--- config.mk ---
export PLATFORM = sky130hd
export DESIGN_NAME = sig_pattern_detector
export DESIGN_NICKNAME = d
export VERILOG_FILES = /design/src/rtl/sig_pattern_detector.sv
export SDC_FILE = /design/constraint.sdc
export NUM_CORES = 1
export LEC_CHECK = 0
export ABC_AREA = 1
export CORE_UTILIZATION = 64
export DETAILED_ROUTE_END_ITERATION = 8
export GPL_TIMING_DRIVEN = 0
export PLACE_DENSITY = 0.85
export SETUP_SLACK_MARGIN = 0.02
export SYNTH_ARGS = -nofsm -noshare
export SYNTH_HDL_FRONTEND = slang
export SYNTH_SLANG_ARGS = --single-unit
--- constraint.sdc ---
create_clock -name iCLK -period 3.87 [get_ports iCLK]
set_input_delay 1.161 -clock iCLK [delete_from_list [all_inputs] [get_ports iCLK]]
set_output_delay 1.161 -clock iCLK [all_outputs]
set_load 0.01 [all_outputs]
--- src/rtl/sig_pattern_detector.sv ---
// sig_pattern_detector
// Receive-side decoder for the 12-slot serial marker line. The line is
// synchronised, slot timing is recovered from line edges, each slot is sampled
// at mid-slot, and the frame pattern is searched for and then tracked slot by
// slot. Lock state, completed frames and slot errors are reported on
// registered outputs.
module sig_pattern_detector #(
  parameter int          SLOT_CLKS = 5000000,
  parameter logic [11:0] PATTERN   = 12'b110011001000
) (
  input  logic       iCLK,
  input  logic       iRST,
  input  logic       iSIG,
  output logic       oLOCK,
  output logic       oMATCH,
  output logic       oERR,
  output logic [3:0] oSLOT,
  output logic [7:0] oFRAMES
);

  localparam int            PW      = $clog2(SLOT_CLKS);
  localparam logic [PW-1:0] PH_LAST = PW'(SLOT_CLKS - 1);
  localparam logic [PW-1:0] PH_MID  = PW'(SLOT_CLKS / 2);

  typedef enum logic {
    HUNT   = 1'b0,
    LOCKED = 1'b1
  } state_t;

  // Synchroniser and edge-detect flops
  logic s1_q, s2_q, s3_q;
  logic edge_det;

  // Slot phase recovery
  logic [PW-1:0] phase_q, phase_d;
  logic          strobe;

  // Sample history and frame tracking
  logic [11:0] shreg_q, shreg_d;
  logic [3:0]  fill_q, fill_d;
  state_t      state_q, state_d;
  logic [3:0]  slot_q, slot_d;
  logic [7:0]  frames_q, frames_d;
  logic        match_q, match_d;
  logic        err_q, err_d;
  logic [3:0]  pat_idx;

  // Two-flop synchroniser on the asynchronous line plus a third flop for edges
  always_ff @(posedge iCLK) begin
    if (iRST) begin
      s1_q <= 1'b0;
      s2_q <= 1'b0;
      s3_q <= 1'b0;
    end else begin
      s1_q <= iSIG;
      s2_q <= s1_q;
      s3_q <= s2_q;
    end
  end

  assign edge_det = s2_q ^ s3_q;

  // An edge takes priority over the mid-slot sample, so a coincident edge
  // re-phases without sampling.
  assign strobe = (phase_q == PH_MID) && !edge_det;

  // Free-running slot phase, re-zeroed on every line edge
  always_comb begin
    phase_d = phase_q + 1'b1;
    if (edge_det || (phase_q == PH_LAST)) begin
      phase_d = '0;
    end
  end

  // Frame search / tracking: shift in samples, hunt for the pattern, then
  // check each slot against the expected bit while locked
  always_comb begin
    state_d  = state_q;
    shreg_d  = shreg_q;
    fill_d   = fill_q;
    slot_d   = slot_q;
    frames_d = frames_q;
    match_d  = 1'b0;
    err_d    = 1'b0;
    pat_idx  = 4'd11 - slot_q;
    if (strobe) begin
      shreg_d = {shreg_q[10:0], s2_q};
      if (fill_q != 4'd12) begin
        fill_d = fill_q + 4'd1;
      end
      case (state_q)
        HUNT: begin
          if ((fill_d == 4'd12) && (shreg_d == PATTERN)) begin
            state_d  = LOCKED;
            match_d  = 1'b1;
            frames_d = frames_q + 8'd1;
            slot_d   = 4'd0;
          end
        end
        LOCKED: begin
          if (s2_q == PATTERN[pat_idx]) begin
            if (slot_q == 4'd11) begin
              slot_d   = 4'd0;
              match_d  = 1'b1;
              frames_d = frames_q + 8'd1;
            end else begin
              slot_d = slot_q + 4'd1;
            end
          end else begin
            err_d   = 1'b1;
            state_d = HUNT;
            fill_d  = 4'd0;
            slot_d  = 4'd0;
          end
        end
        default: begin
          state_d = HUNT;
        end
      endcase
    end
  end

  // State, phase and frame-tracking registers
  always_ff @(posedge iCLK) begin
    if (iRST) begin
      phase_q  <= '0;
      shreg_q  <= '0;
      fill_q   <= 4'd0;
      state_q  <= HUNT;
      slot_q   <= 4'd0;
      frames_q <= 8'd0;
      match_q  <= 1'b0;
      err_q    <= 1'b0;
    end else begin
      phase_q  <= phase_d;
      shreg_q  <= shreg_d;
      fill_q   <= fill_d;
      state_q  <= state_d;
      slot_q   <= slot_d;
      frames_q <= frames_d;
      match_q  <= match_d;
      err_q    <= err_d;
    end
  end

  assign oLOCK   = (state_q == LOCKED);
  assign oMATCH  = match_q;
  assign oERR    = err_q;
  assign oSLOT   = slot_q;
  assign oFRAMES = frames_q;

endmodule

## Yosys cells after proc, flatten, opt, wreduce, memory -nomap -nowiden

Memory sizes are Yosys's and may differ from the RTL's.
Index checks and enable logic that the tools add are counted.
W data, S select, Z words.

| cells by class | value |
|---|---|
| order comparisons | 1 |
| muxes and demuxes | 20 |
| bitwise gates (word level) | 3 |
| reductions and logical operators | 9 |
| eq/ne operators | 10 |
| add/sub/neg operators | 5 |
| multiply operators | 0 |
| divide/modulo/power cells | 0 |
| shift operators | 0 |

Operators with widths:

| cell | number |
|---|---|
| $mux W4 | 7 |
| $mux W8 | 3 |
| $add A23 B1 Y23 const B | 1 |
| $eq A23 B22 Y1 const B | 1 |
| $eq A23 B23 Y1 const B | 1 |
| $pmux W8 S2 | 1 |
| $eq A12 B12 Y1 const B | 1 |
| $add A4 B1 Y4 const B | 2 |
| $add A8 B1 Y8 const B | 1 |
| $eq A4 B4 Y1 const B | 2 |
| $pmux W4 S2 | 1 |
| $mux W1 | 6 |
| $lt A4 B5 Y1 const B | 1 |
| $ne A2 B1 Y1 const B | 2 |
| $ne A4 B4 Y1 const B | 1 |
| $pmux W1 S2 | 2 |
| $reduce_and A4 Y1 | 1 |
| $reduce_or A2 Y1 | 2 |
| $sub A4 B4 Y4 const A | 1 |
| $reduce_or A3 Y1 | 1 |
| $logic_and A1 B1 Y1 | 2 |
| $ne A2 B2 Y1 const B | 1 |
| $not A1 Y1 | 2 |
| $reduce_and A2 Y1 | 1 |
| 4 further kinds | 4 |

| word-level totals | value |
|---|---|
| RAM bits | 0 |
| latch bits | 0 |
| register bits after elaboration | 56 |
| logic and storage cells | 60 |
| memories | 1 |
| output and inout bits | 15 |
| input bits | 3 |
| ROM bits | 16 |

Memories:

| memory | depth | bits a word | read ports | clocked after memory_dff | wr ports | line | text |
|---|---|---|---|---|---|---|---|
| (no name shown) | 16 | 1 | 1 | 0 | 0 | 101 | `if (s2_q == PATTERN[pat_idx]) begin` |

## Longest topological paths before layout

Gate-level depths: netlist of the first run.

| depth | value |
|---|---|
| depth in word-level cells | 8 |
| gate-level depth with buffers | 13 |
| depth with buffers taken out | 13 |

## Worst setup path before layout of the first run

OpenSTA, ideal clock, no wires.

| path | value |
|---|---|
| path type | input port to flip-flop |
| start point | input port iRST |
| end point | register phase_q[14] |
| stages | 5 |
| setup slack | 1810 ps |
| data arrival time | 1939 ps |
| data required time | 3748 ps |
| buffers on the path | 2 |
| path through | clkbuf_1 -> inv_1 -> nand3_2 -> buf_2 -> a21oi_1 |

| on the way | value |
|---|---|
| longest elaborated chain between the ends | 1 |

RTL lines:

| what | line | text |
|---|---|---|
| start, declared | 12 | `input logic iRST,` |
| $reduce_or A2 Y1 (no source line) | n/a |  |
| end signal, assigned | 135 | `phase_q <= phase_d;` |
| end, declared | 35 | `logic [PW-1:0] phase_q, phase_d;` |

No other way between the ends.
A chain may end at the register's enable or synchronous reset.

## Worst setup path after layout of the first run

| path | value |
|---|---|
| start point | register state_q, in the netlist oLOCK |
| end point | output port oLOCK |

RTL lines:

| what | line | text |
|---|---|---|
| start, declared | 41 | `state_t state_q, state_d;` |
| start signal, assigned | 138 | `state_q <= state_d;` |
| end, declared | 14 | `output logic oLOCK,` |

No word-level cell between the ends.

==> run summary, run 1 <==
GLOBAL ROUTING
--------------------------------------------------------------------------------
Final global-route overflow total .................................            0
Via count of the first global-routing pass ........................         2569
Pin count of the biggest net entering global routing ..............           17
First-pass GRT wire length ........................................     11400 um
Number of antenna violations at the first check in global routing .            0
Overall global routing resource usage .............................        27.9%

POWER
--------------------------------------------------------------------------------
Sw frac ...........................................................        20.8%
Net switching power figure ........................................       216 uW
Share of power burned in the clock network ........................        40.0%
Combinational Power Share .........................................         3.6%
Power per cell area ...............................................  303 nW/um^2
Cell-internal power ...............................................       820 uW
Sequential fraction of design power ...............................        56.4%
Total leakage power ...............................................      1.32 nW
Power after layout ................................................      1.04 mW
Largest vdd supply drop ...........................................   0.000248 V

CRITICAL PATH
--------------------------------------------------------------------------------
Critical Path End Type ............................................ primary output
Cell-by-cell trace of the critical path ........................... clkdlybuf4s50_1
Critical path start-end classification ............................ register to primary output
Worst path top cell family by delay ............................... buffers and inverters
Maximum net fanout on the critical path ...........................            7
Data arrival at the endpoint of the critical path .................      1.38 ns
Worst path bufs/invs ..............................................            1
Data required time of the critical path ...........................      2.71 ns
CP peak stage delay ...............................................      0.59 ns
Crit start category ...............................................     register
Highest-delay cell along the critical path ........................ sky130_fd_sc_hd__clkdlybuf4s50_1

STA
--------------------------------------------------------------------------------
Relative slew slack ...............................................        65.0%
Timing-limited maximum frequency ..................................    0.394 GHz
Share of the clock period used by the worst path ..................        65.6%
Final Hold Violating Endpoints ....................................            0
Worst Max-Slew Pin Slew ...........................................     0.525 ns
Final critical path time including I/O delays and setup ...........      2.54 ns
Maximum clock skew at final layout ................................    0.0163 ns
Final max-slew violation count ....................................            0
Unrepaired setup endpoints after global routing ...................           no
Final setup viols .................................................            0
Setup TNS .........................................................         0 ns

CLOCKING
--------------------------------------------------------------------------------
Clock transition at the registers of the reported paths ...........      0.11 ns
Post-cts sizing count .............................................            0
Post-CTS Repair Setup Buffers .....................................            0
CTS Hold Bufs .....................................................            0
Inserted Clock Buffers ............................................            5
Maximum count of clock buffers along a single path ................            2
H-Tree Depth ......................................................            2
TritonCTS clock tree ..............................................          yes
Clock insertion delay at the later pin of the skew report .........      0.31 ns
Root buffer cell .................................................. sky130_fd_sc_hd__clkbuf_8
Number of clock sinks seen by CTS .................................           56

DETAILED ROUTING
--------------------------------------------------------------------------------
Routed wire length per instance ...................................      13.0 um
Iteration-0 DRC count of the detailed router ......................          231
Total wire length after detailed routing ..........................      6700 um
Overall via count from detail_route ...............................         2912
Antenna Violating Nets Remaining ..................................            0
Via density .......................................................         5.65
Number of detailed-route iterations in the first pass .............            7
DRC Markers .......................................................            2

OUTCOME
--------------------------------------------------------------------------------
Outcome ........................................................... complete, but fails checks
Violated checks ...................................................          DRC

SYNTH
--------------------------------------------------------------------------------
Flip-flop and latch count after synthesis .........................           56
Library cells used by synthesis ...................................           33
Count of yosys warnings during synthesis ..........................            0
Share of synthesized area occupied by flip-flops and latches ......        36.5%
Syn nets ..........................................................          450
Average instance area after synthesis .............................    6.99 um^2
Area of the mapped netlist ........................................    3070 um^2
Post-synthesis cell count .........................................          439

WORST HOLD PATH
--------------------------------------------------------------------------------
Hold/Removal Path Class ........................................... register to register

DIE
--------------------------------------------------------------------------------
Core Box Area .....................................................    4470 um^2
Starting utilization of the core area .............................        68.6%
Overall die area ..................................................    5080 um^2
Horiz. Die Dim ....................................................      71.3 um
DIE HEIGHT ........................................................      71.3 um
FP Rows ...........................................................           24
Num ports .........................................................           18

CELLS AND AREA
--------------------------------------------------------------------------------
Commonest non-fill, non-tap cells in the layout ................... sky130_fd_sc_hd__nand2_1 (80), sky130_fd_sc_hd__nor2_1 (66), sky130_fd_sc_hd__inv_1 (56), sky130_fd_sc_hd__dfxtp_1 (56)
Most common library cell in the layout ignoring fill and taps ..... sky130_fd_sc_hd__nand2_1
Area added between synthesis and finish ...........................        11.5%
Fillers ...........................................................          335
Share of cells above drive strength 1 .............................        12.3%
# nets final ......................................................          473
ANT cells .........................................................            0

PLACEMENT
--------------------------------------------------------------------------------
DP Wirelength .....................................................      4850 um
IO Port Bufs ......................................................           16
Gpl congestion ....................................................        0.884

RUN
--------------------------------------------------------------------------------
Max-cap violation count ...........................................            0

==> layer usage <==
layer,vias up,global-route usage (%),part of all wire (%)
li1,1453,-,-
met1,1341,40.2,47
met2,105,43.6,45
met3,13,4.64,6.8
met4,0,7.33,1.3
met5,-,0,0
==> cell usage after synthesis <==
master,number,share of area (%)
sky130_fd_sc_hd__a21oi_1,29,4.7
sky130_fd_sc_hd__a21oi_2,1,0.29
sky130_fd_sc_hd__buf_1,1,0.12
sky130_fd_sc_hd__buf_2,2,0.33
sky130_fd_sc_hd__buf_4,2,0.49
sky130_fd_sc_hd__buf_6,2,0.73
sky130_fd_sc_hd__clkbuf_1,2,0.24
sky130_fd_sc_hd__clkinv_1,1,0.12
sky130_fd_sc_hd__dfxtp_1,56,37
sky130_fd_sc_hd__ha_1,8,3.3
sky130_fd_sc_hd__inv_1,56,6.8
sky130_fd_sc_hd__inv_2,7,0.86
sky130_fd_sc_hd__nand2_1,80,9.8
sky130_fd_sc_hd__nand2_2,7,1.4
sky130_fd_sc_hd__nand2_4,1,0.37
sky130_fd_sc_hd__nand3_1,29,4.7
sky130_fd_sc_hd__nand3_2,7,2.3
sky130_fd_sc_hd__nand3b_1,1,0.24
sky130_fd_sc_hd__nand4_1,19,3.9
sky130_fd_sc_hd__nor2_1,66,8.1
sky130_fd_sc_hd__nor2_2,10,2.0
sky130_fd_sc_hd__nor2_4,3,1.1
sky130_fd_sc_hd__nor3_1,5,0.82
sky130_fd_sc_hd__nor3_2,5,1.6
sky130_fd_sc_hd__nor3_4,1,0.53
sky130_fd_sc_hd__nor3b_1,3,0.73
sky130_fd_sc_hd__nor4_1,2,0.41
sky130_fd_sc_hd__o21a_1,1,0.24
sky130_fd_sc_hd__o21ai_0,15,2.4
sky130_fd_sc_hd__o21ai_1,3,0.49
sky130_fd_sc_hd__xnor2_1,2,0.57
sky130_fd_sc_hd__xnor2_2,1,0.53
sky130_fd_sc_hd__xor2_1,11,3.1
==> cell families after synthesis <==
kind of cell / share of synthesized area [%]
buffers and inverters: 9.74
and+or+nand+nor: 38.0
DFF: 36.5
adders and majority gates: 3.26
AOI/OAI and AO/OA: 8.19
xor gates and xnor gates: 4.24
==> final timing paths <==
check | slack, ns | depth (start not counted) | from | to
max reg2reg | 1.83 | 10 | oSLOT[2]$_SDFFE_PP0P_ | oFRAMES[2]$_SDFFE_PP0P_
max | 1.33 | 1 | oLOCK$_SDFFE_PP0P_ | oLOCK
min | 0.43 | 2 | s1_q$_SDFF_PP0_ | s2_q$_SDFF_PP0_
min reg2reg | 0.43 | 2 | s1_q$_SDFF_PP0_ | s2_q$_SDFF_PP0_
==> power groups by stage <==
stage                     clock, mW  sequential, mW  combinational, mW
final                         0.414           0.585             0.0373
after global routing          0.446           0.585             0.0426
after CTS                     0.423           0.584             0.0371
after detailed placement          0           0.598             0.0367
after global placement            0           0.598             0.0359
after floorplan                   0           0.596             0.0275
==> registers in the layout (all words and copies together), names as in the netlist <==
signal / flops
fill_q: 4
oERR: 1
oFRAMES: 8
oLOCK: 1
oMATCH: 1
oSLOT: 4
phase_q: 23
s1_q: 1
s2_q: 1
s3_q: 1
shreg_q: 11
==> stage by stage <==
stage / area [um^2] / util [%] / hold slack [ns] / std cells / setup WS (ns)
floorplan: 3070 / - / 0.388 / 439 / 1.81
global placement: 3290 / 73.6 / 0.402 / 507 / 1.42
detailed placement: 3290 / 73.6 / 0.411 / 507 / 1.38
CTS: 3420 / 76.5 / 0.424 / 515 / 1.33
global route: 3420 / 76.5 / 0.453 / 515 / 1.25
finish: 3420 / 76.5 / 0.426 / 515 / 1.33
==> final cells by class <==
type                            instances  area [um^2]  share of cell area [%]
Inverter                               64          240                    7.02
Sequential cell                        56         1120                    32.8
Multi-Input combinational cell        310         1650                    48.2
Timing Repair Buffer                   16          160                    4.68
Clock inverter                          1         30.0                   0.878
Clock buffer                            7         96.3                    2.82
Buffer                                  9         58.8                    1.72
Tap cell                               52         65.1                    1.90
Power figures use the tool's default switching activity.
==> run 2, diff against run 1 <==
--- a/config.mk
+++ b/config.mk
@@ -6,10 +6,10 @@
 export NUM_CORES = 1
 export LEC_CHECK = 0
 export ABC_AREA = 1
-export CORE_UTILIZATION = 64
+export CORE_UTILIZATION = 59
 export DETAILED_ROUTE_END_ITERATION = 8
 export GPL_TIMING_DRIVEN = 0
-export PLACE_DENSITY = 0.85
+export PLACE_DENSITY = 0.79
 export SETUP_SLACK_MARGIN = 0.02
 export SYNTH_ARGS = -nofsm -noshare
 export SYNTH_HDL_FRONTEND = slang
==> constraint.sdc (replaced) <==
create_clock -name iCLK -period 2.6 [get_ports iCLK]
set_input_delay 0.78 -clock iCLK [delete_from_list [all_inputs] [get_ports iCLK]]
set_output_delay 0.78 -clock iCLK [all_outputs]
set_load 0.01 [all_outputs]
==> run 2 against run 1 <==
Against the previous run: the flow now finishes without violations; clock skew shrank 0.012 ns; routed wire length fell by 5.2%; total power grew 43%; clock-buffer cell count down 1; sequential power increased by 49%; non-clock buffer count is the same; setup slack worse by 0.88 ns; sequential share of layout area unchanged; die area rose by 8.2%; register-to-register slack got worse by 1.2 ns; largest cell class unchanged.
==> run summary, run 2 (synthesis gave the netlist of run 1 again) <==
STA
----------------------------------------------------------------------------------
Final max-slew violation count ......................................            0   unchanged
Final setup viols ...................................................            0   unchanged
Unrepaired setup endpoints after global routing .....................           no
Timing-limited maximum frequency ....................................    0.467 GHz
Setup TNS ...........................................................         0 ns   unchanged
Final hold slack ....................................................     0.417 ns   -0.00952 ns
Relative slew slack .................................................        65.7%   +0.67 points
Share of the clock period used by the worst path ....................        82.4%
Worst Max-Slew Pin Slew .............................................     0.515 ns   -0.0100 ns
Final critical path time including I/O delays and setup .............      2.14 ns
Final Hold Violating Endpoints ......................................            0   unchanged
Maximum clock skew at final layout ..................................   0.00414 ns   -0.0122 ns

CRITICAL PATH
----------------------------------------------------------------------------------
Cell-by-cell trace of the critical path ............................. clkdlybuf4s50_1
Data required time of the critical path .............................      1.82 ns   -0.89 ns
Maximum net fanout on the critical path .............................            7   unchanged
Worst path top cell family by delay ................................. buffers and inverters
Worst path bufs/invs ................................................            1   unchanged
Crit start category .................................................     register
CP peak stage delay .................................................      0.59 ns   about the same
Highest-delay cell along the critical path .......................... sky130_fd_sc_hd__clkdlybuf4s50_1
Data arrival at the endpoint of the critical path ...................      1.36 ns   -0.02 ns
Critical path start-end classification .............................. register to primary output
Critical Path End Type .............................................. primary output

GLOBAL ROUTING
----------------------------------------------------------------------------------
Pin count of the biggest net entering global routing ................           17   unchanged
Via count of the first global-routing pass ..........................         2469   -3.9%
Final global-route overflow total ...................................            0   unchanged
First-pass GRT wire length ..........................................     10900 um   -3.8%
Number of antenna violations at the first check in global routing ...            0   unchanged
Overall global routing resource usage ...............................        25.6%   -2.3 points

CELLS AND AREA
----------------------------------------------------------------------------------
Most common library cell in the layout ignoring fill and taps ....... sky130_fd_sc_hd__nand2_1
Share of cells above drive strength 1 ...............................        12.1%   -0.22 points
Commonest non-fill, non-tap cells in the layout ..................... sky130_fd_sc_hd__nand2_1 (80), sky130_fd_sc_hd__nor2_1 (66), sky130_fd_sc_hd__inv_1 (56), sky130_fd_sc_hd__dfxtp_1 (56)
# nets final ........................................................          473   unchanged
Final design instance area without fill .............................    3420 um^2   unchanged
Area added between synthesis and finish .............................        11.5%   unchanged
ANT cells ...........................................................            0   unchanged
Finished Layout Cells ...............................................          530   +2.9%
Most flops, register ................................................      phase_q
Flip-flop count of the largest register, all copies and words added .           23   unchanged

OUTCOME
----------------------------------------------------------------------------------
Outcome ............................................................. finished, final reports clean

CLOCKING
----------------------------------------------------------------------------------
CTS Hold Bufs .......................................................            0   unchanged
Post-cts sizing count ...............................................            0   unchanged
H-Tree Depth ........................................................            2   unchanged
Root buffer cell .................................................... sky130_fd_sc_hd__clkbuf_8
Post-CTS Repair Setup Buffers .......................................            0   unchanged
TritonCTS clock tree ................................................          yes
Clock insertion delay at the later pin of the skew report ...........      0.30 ns   about the same
Number of clock sinks seen by CTS ...................................           56   unchanged
Clock transition at the registers of the reported paths .............      0.09 ns   -0.02 ns
Inserted Clock Buffers ..............................................            5   unchanged
Maximum count of clock buffers along a single path ..................            2   unchanged

PLACEMENT
----------------------------------------------------------------------------------
IO Port Bufs ........................................................           16   unchanged
DP Wirelength .......................................................      4810 um   -0.87%
Cell Area, Placed ...................................................    3310 um^2   +0.57%
Total placed cells including tap cells ..............................          522   +3.0%
Gpl congestion ......................................................        0.908   +2.8%

DIE
----------------------------------------------------------------------------------
Horiz. Die Dim ......................................................      74.1 um   +4.0%
Starting utilization of the core area ...............................        63.3%   -5.3 points
DIE HEIGHT ..........................................................      74.1 um   +4.0%
FP Rows .............................................................           25   +4.2%
Core Box Area .......................................................    4850 um^2   +8.4%
Overall die area ....................................................    5490 um^2   +8.2%
Num ports ...........................................................           18   unchanged

POWER
----------------------------------------------------------------------------------
Largest vdd supply drop .............................................   0.000393 V   +58%
Total leakage power .................................................      1.31 nW   -0.70%
Power after layout ..................................................      1.48 mW   +43%
Power per cell area .................................................  434 nW/um^2   +43%

DETAILED ROUTING
----------------------------------------------------------------------------------
DRC Markers .........................................................            0   -2
Antenna Violating Nets Remaining ....................................            0   unchanged
Iteration-0 DRC count of the detailed router ........................          193   -16%
Overall via count from detail_route .................................         2801   -3.8%
Via density .........................................................         5.28   -6.5%
Number of detailed-route iterations in the first pass ...............            4   -3
Total wire length after detailed routing ............................      6350 um   -5.2%
Routed wire length per instance .....................................      12.0 um   -7.9%

RUN
----------------------------------------------------------------------------------
Max-cap violation count .............................................            0   unchanged

WORST HOLD PATH
----------------------------------------------------------------------------------
Hold/Removal Path Class ............................................. register to register

## run 2: cell types whose count changed in the layout (fill, tap and decap cells not counted)
| cell | before | now |
|---|---|---|
| sky130_fd_sc_hd__clkinv_2 | 0 | 1 |
| sky130_fd_sc_hd__clkbuf_1 | 2 | 3 |
| sky130_fd_sc_hd__clkbuf_8 | 7 | 5 |
## run 2: area by class of cell
cell class,instances,area (um^2)
plain buffers,9,58.8
multi-input cells,310,1650
fillers,424,1430
clock inverters,2,35.0
repair buffers,16,160
flip-flops and latches,56,1120
inverters,64,240
clock buffers,6,72.6
well taps,67,83.8
## run 2: worst paths after layout
| check | startpoint | end | slack, ns | depth (start not counted) |
|---|---|---|---|---|
| worst max-delay path | oLOCK$_SDFFE_PP0P_ | oLOCK | 0.46 | 1 |
| worst min register to register | s1_q$_SDFF_PP0_ | s2_q$_SDFF_PP0_ | 0.42 | 2 |
| worst min-delay path | s1_q$_SDFF_PP0_ | s2_q$_SDFF_PP0_ | 0.42 | 2 |
| worst max register to register | oSLOT[2]$_SDFFE_PP0P_ | oFRAMES[2]$_SDFFE_PP0P_ | 0.63 | 10 |
## run 2: routing by layer
layer	up-vias	routed length, um	global-route usage [%]
met2	74	2830	39.2
met3	5	357	4.07
met5	-	0	0
met4	0	45	6.20
met1	1274	3120	37.6
li1	1448	-	-
## run 2: power breakdown
| part | internal, mW | switching, mW |
|---|---|---|
| registers | 0.863 | 0.00757 |
| clock network | 0.286 | 0.272 |
| logic | 0.0177 | 0.0375 |
| total | 1.17 | 0.317 |
## run 2: metrics by stage
stage	setup slack [ns]	util [%]
after floorplan	0.864	-
after global placement	0.520	68.3
after detailed placement	0.517	68.3
after CTS	0.447	70.6
after global routing	0.371	70.6
final	0.456	70.6
==> run 3, diff against run 2 <==
--- a/config.mk
+++ b/config.mk
@@ -6,10 +6,10 @@
 export NUM_CORES = 1
 export LEC_CHECK = 0
 export ABC_AREA = 1
-export CORE_UTILIZATION = 59
+export CORE_UTILIZATION = 54
 export DETAILED_ROUTE_END_ITERATION = 8
 export GPL_TIMING_DRIVEN = 0
-export PLACE_DENSITY = 0.79
+export PLACE_DENSITY = 0.76
 export SETUP_SLACK_MARGIN = 0.02
 export SYNTH_ARGS = -nofsm -noshare
 export SYNTH_HDL_FRONTEND = slang
==> constraint.sdc (replaced) <==
create_clock -name iCLK -period 1.9 [get_ports iCLK]
set_input_delay 0.57 -clock iCLK [delete_from_list [all_inputs] [get_ports iCLK]]
set_output_delay 0.57 -clock iCLK [all_outputs]
set_load 0.01 [all_outputs]
==> run 3 against run 2 <==
Against the previous run: sequential share of layout area down 0.66 points; clock-buffer cell count up 1; global-route usage down 1.7 points; utilization down 6.1 points; clock skew up 0.0069 ns; hold slack worse by 0.0029 ns; design area up 3.8%; highest routed layer unchanged.
==> run summary, run 3 (synthesis gave the netlist of run 1 again) <==
STA
----------------------------------------------------------------------------------
Share of the clock period used by the worst path ....................        96.9%
Timing-limited maximum frequency ....................................    0.543 GHz
Worst Max-Slew Pin Slew .............................................     0.526 ns   +0.0109 ns
Final critical path time including I/O delays and setup .............      1.84 ns
Final setup viols ...................................................            0   unchanged
Relative slew slack .................................................        65.0%   -0.73 points
Maximum clock skew at final layout ..................................    0.0110 ns   +0.00687 ns
Final max-slew violation count ......................................            0   unchanged
Unrepaired setup endpoints after global routing .....................           no
Final Hold Violating Endpoints ......................................            0   unchanged
Setup TNS ...........................................................         0 ns   unchanged

CELLS AND AREA
----------------------------------------------------------------------------------
Most common library cell in the layout ignoring fill and taps ....... sky130_fd_sc_hd__nand2_1
# nets final ........................................................          476   +0.63%
Share of cells above drive strength 1 ...............................        16.1%   +4.0 points
Final core utilization ..............................................        64.5%   -6.1 points
Footprint of the multi-input gates ..................................    1700 um^2   +3.3%
ANT cells ...........................................................            0   unchanged
Fillers .............................................................          474   +12%
Area added between synthesis and finish .............................        15.7%
Finished Layout Cells ...............................................          538   +1.5%
Commonest non-fill, non-tap cells in the layout ..................... sky130_fd_sc_hd__nand2_1 (79), sky130_fd_sc_hd__nor2_1 (66), sky130_fd_sc_hd__inv_1 (56), sky130_fd_sc_hd__dfxtp_1 (45), sky130_fd_sc_hd__a21oi_1 (29)
Flip-flop count of the largest register, all copies and words added .           23   unchanged
Sequential cell area in the final layout ............................    1140 um^2   +1.7%
Most flops, register ................................................      phase_q

CRITICAL PATH
----------------------------------------------------------------------------------
CP peak stage delay .................................................      0.55 ns   -0.04 ns
Maximum net fanout on the critical path .............................            4   -3
Highest-delay cell along the critical path .......................... sky130_fd_sc_hd__clkdlybuf4s50_1
Critical path start-end classification .............................. register to primary output
Crit start category .................................................     register
Worst reg-to-reg path cell count ....................................            9   -1
Endpoint of the worst-slack reg-to-reg timing path .................. phase_q[9]$_SDFF_PP0_
Data required time of the critical path .............................      1.33 ns   -0.49 ns
Launch point of the worst reg-to-reg path ........................... phase_q[0]$_SDFF_PP0_
Worst path top cell family by delay ................................. buffers and inverters
Cell-by-cell trace of the critical path ............................. clkdlybuf4s50_1
Worst path bufs/invs ................................................            1   unchanged
Stages on worst setup path ..........................................            1   unchanged
Critical Path End Type .............................................. primary output
Reg2Reg Setup Slack .................................................      0.18 ns   -0.45 ns
Data arrival at the endpoint of the critical path ...................      1.27 ns   -0.09 ns

DETAILED ROUTING
----------------------------------------------------------------------------------
Iteration-0 DRC count of the detailed router ........................          192   -0.52%
Via density .........................................................         5.35   +1.2%
DRC Markers .........................................................            0   unchanged
Antenna Violating Nets Remaining ....................................            0   unchanged
Overall via count from detail_route .................................         2877   +2.7%
Routed wire length per instance .....................................      12.3 um   +3.1%
Number of detailed-route iterations in the first pass ...............            5   +1
Total wire length after detailed routing ............................      6640 um   +4.6%

GLOBAL ROUTING
----------------------------------------------------------------------------------
Pin count of the biggest net entering global routing ................           17   unchanged
Overall global routing resource usage ...............................        23.9%   -1.7 points
First-pass GRT wire length ..........................................     11400 um   +4.4%
Final global-route overflow total ...................................            0   unchanged
Via count of the first global-routing pass ..........................         2529   +2.4%
Number of antenna violations at the first check in global routing ...            0   unchanged

CLOCKING
----------------------------------------------------------------------------------
H-Tree Depth ........................................................            2   unchanged
Number of clock sinks seen by CTS ...................................           56   unchanged
Clock insertion delay at the later pin of the skew report ...........      0.32 ns   +0.02 ns
Clock transition at the registers of the reported paths .............      0.10 ns   about the same
Inserted Clock Buffers ..............................................            5   unchanged
Maximum count of clock buffers along a single path ..................            2   unchanged
TritonCTS clock tree ................................................          yes
Root buffer cell .................................................... sky130_fd_sc_hd__clkbuf_8

PLACEMENT
----------------------------------------------------------------------------------
DP Wirelength .......................................................      4900 um   +1.9%
IO Port Bufs ........................................................           16   unchanged
Total placed cells including tap cells ..............................          527   +0.96%
Gpl congestion ......................................................        0.955   +5.1%

RUN
----------------------------------------------------------------------------------
Max-cap violation count .............................................            0   unchanged

POWER
----------------------------------------------------------------------------------
Sw frac .............................................................        21.7%   +0.31 points
Share of power burned in the clock network ..........................        40.6%   +3.0 points
Total leakage power .................................................      1.39 nW   +5.5%
Largest vdd supply drop .............................................   0.000461 V   +17%
Cell-internal power .................................................      1.67 mW   +43%
Sequential fraction of design power .................................        55.8%   -2.9 points
Net switching power figure ..........................................       461 uW   +46%
Power per cell area .................................................  600 nW/um^2   +38%
Combinational Power Share ...........................................         3.7%   about the same

DIE
----------------------------------------------------------------------------------
DIE HEIGHT ..........................................................      77.4 um   +4.4%
Num ports ...........................................................           18   unchanged
Overall die area ....................................................    5990 um^2   +9.0%
Core Box Area .......................................................    5510 um^2   +14%
Starting utilization of the core area ...............................        55.7%   -7.6 points
FP Rows .............................................................           27   +8.0%
Horiz. Die Dim ......................................................      77.4 um   +4.4%

WORST HOLD PATH
----------------------------------------------------------------------------------
Min-Delay Path Depth ................................................            2   unchanged
Origin of the worst min-delay path .................................. s1_q$_SDFF_PP0_
Hold/Removal Path Class ............................................. register to register
WHS Endpoint ........................................................ s2_q$_SDFF_PP0_

OUTCOME
----------------------------------------------------------------------------------
Outcome ............................................................. finished, final reports clean

[run 3: cell types whose count changed in the layout (fill, tap and decap cells not counted), moves of 2 or more]
cell and change:
sky130_fd_sc_hd__clkbuf_8 +2, sky130_fd_sc_hd__buf_4 +4, sky130_fd_sc_hd__dfxtp_1 -11, sky130_fd_sc_hd__nand3_4 +2, sky130_fd_sc_hd__dfxtp_2 +9, sky130_fd_sc_hd__dfxtp_4 +2
[run 3: area by class of cell]
type / instances / share of cell area (%)
plain buffers: 9 / 1.73
multi-input cells: 310 / 48.0
inverters: 64 / 6.84
well taps: 72 / 2.54
flip-flops and latches: 56 / 32.1
clock inverters: 1 / 0.846
clock buffers: 7 / 2.71
repair buffers: 19 / 5.22
[run 3: power by group through the flow]
| stage | clock network [mW] | registers (mW) | logic (mW) |
|---|---|---|---|
| 2_1_floorplan | 0 | 1.21 | 0.0560 |
| 3_3_place_gp | 0 | 1.22 | 0.0740 |
| 3_5_place_dp | 0 | 1.22 | 0.0749 |
| 4_1_cts | 0.875 | 1.19 | 0.0751 |
| 5_1_grt | 0.928 | 1.19 | 0.0885 |
| 6_report | 0.864 | 1.19 | 0.0778 |
[run 3: per-layer routing]
metal  share of wire, %  wire (um)  GRT usage (%)
met5                  0          0              0
met4               0.95         63           5.66
met3                5.8        385           5.88
met2                 45       2960           37.5
met1                 49       3230           32.7
[run 3: timing repair]
action	in CTS	in global routing
hold buffers	0	0
pin swaps	0	3
resized for setup	6	20
setup buffers	0	3
endpoints found under the setup margin	14	34
[run 3: through the flow]
step                total power [mW]  area [um^2]  hold slack [ns]  setup slack [ns]
floorplan                       1.27         3070            0.388             0.164
finish                          2.13         3550            0.414            0.0592
global route                    2.21         3550            0.461            0.0169
CTS                             2.14         3450            0.412            0.0224
detailed placement              1.29         3320            0.398           -0.0584
global placement                1.29         3320            0.390         -0.000797
[run 3: worst max path at each step]
stage                          start                       to  slack, ns
2_1_floorplan  oSLOT[2]$_SDFFE_PP0P_  oFRAMES[0]$_SDFFE_PP0P_       0.16
3_3_place_gp   oSLOT[2]$_SDFFE_PP0P_  oFRAMES[7]$_SDFFE_PP0P_    -0.0008
3_5_place_dp   oSLOT[2]$_SDFFE_PP0P_  oFRAMES[4]$_SDFFE_PP0P_      -0.06
4_1_cts        oSLOT[2]$_SDFFE_PP0P_  oFRAMES[4]$_SDFFE_PP0P_       0.02
5_1_grt        phase_q[0]$_SDFF_PP0_   phase_q[21]$_SDFF_PP0_       0.02
6_report       oSLOT[0]$_SDFFE_PP0P_                 oSLOT[0]       0.06
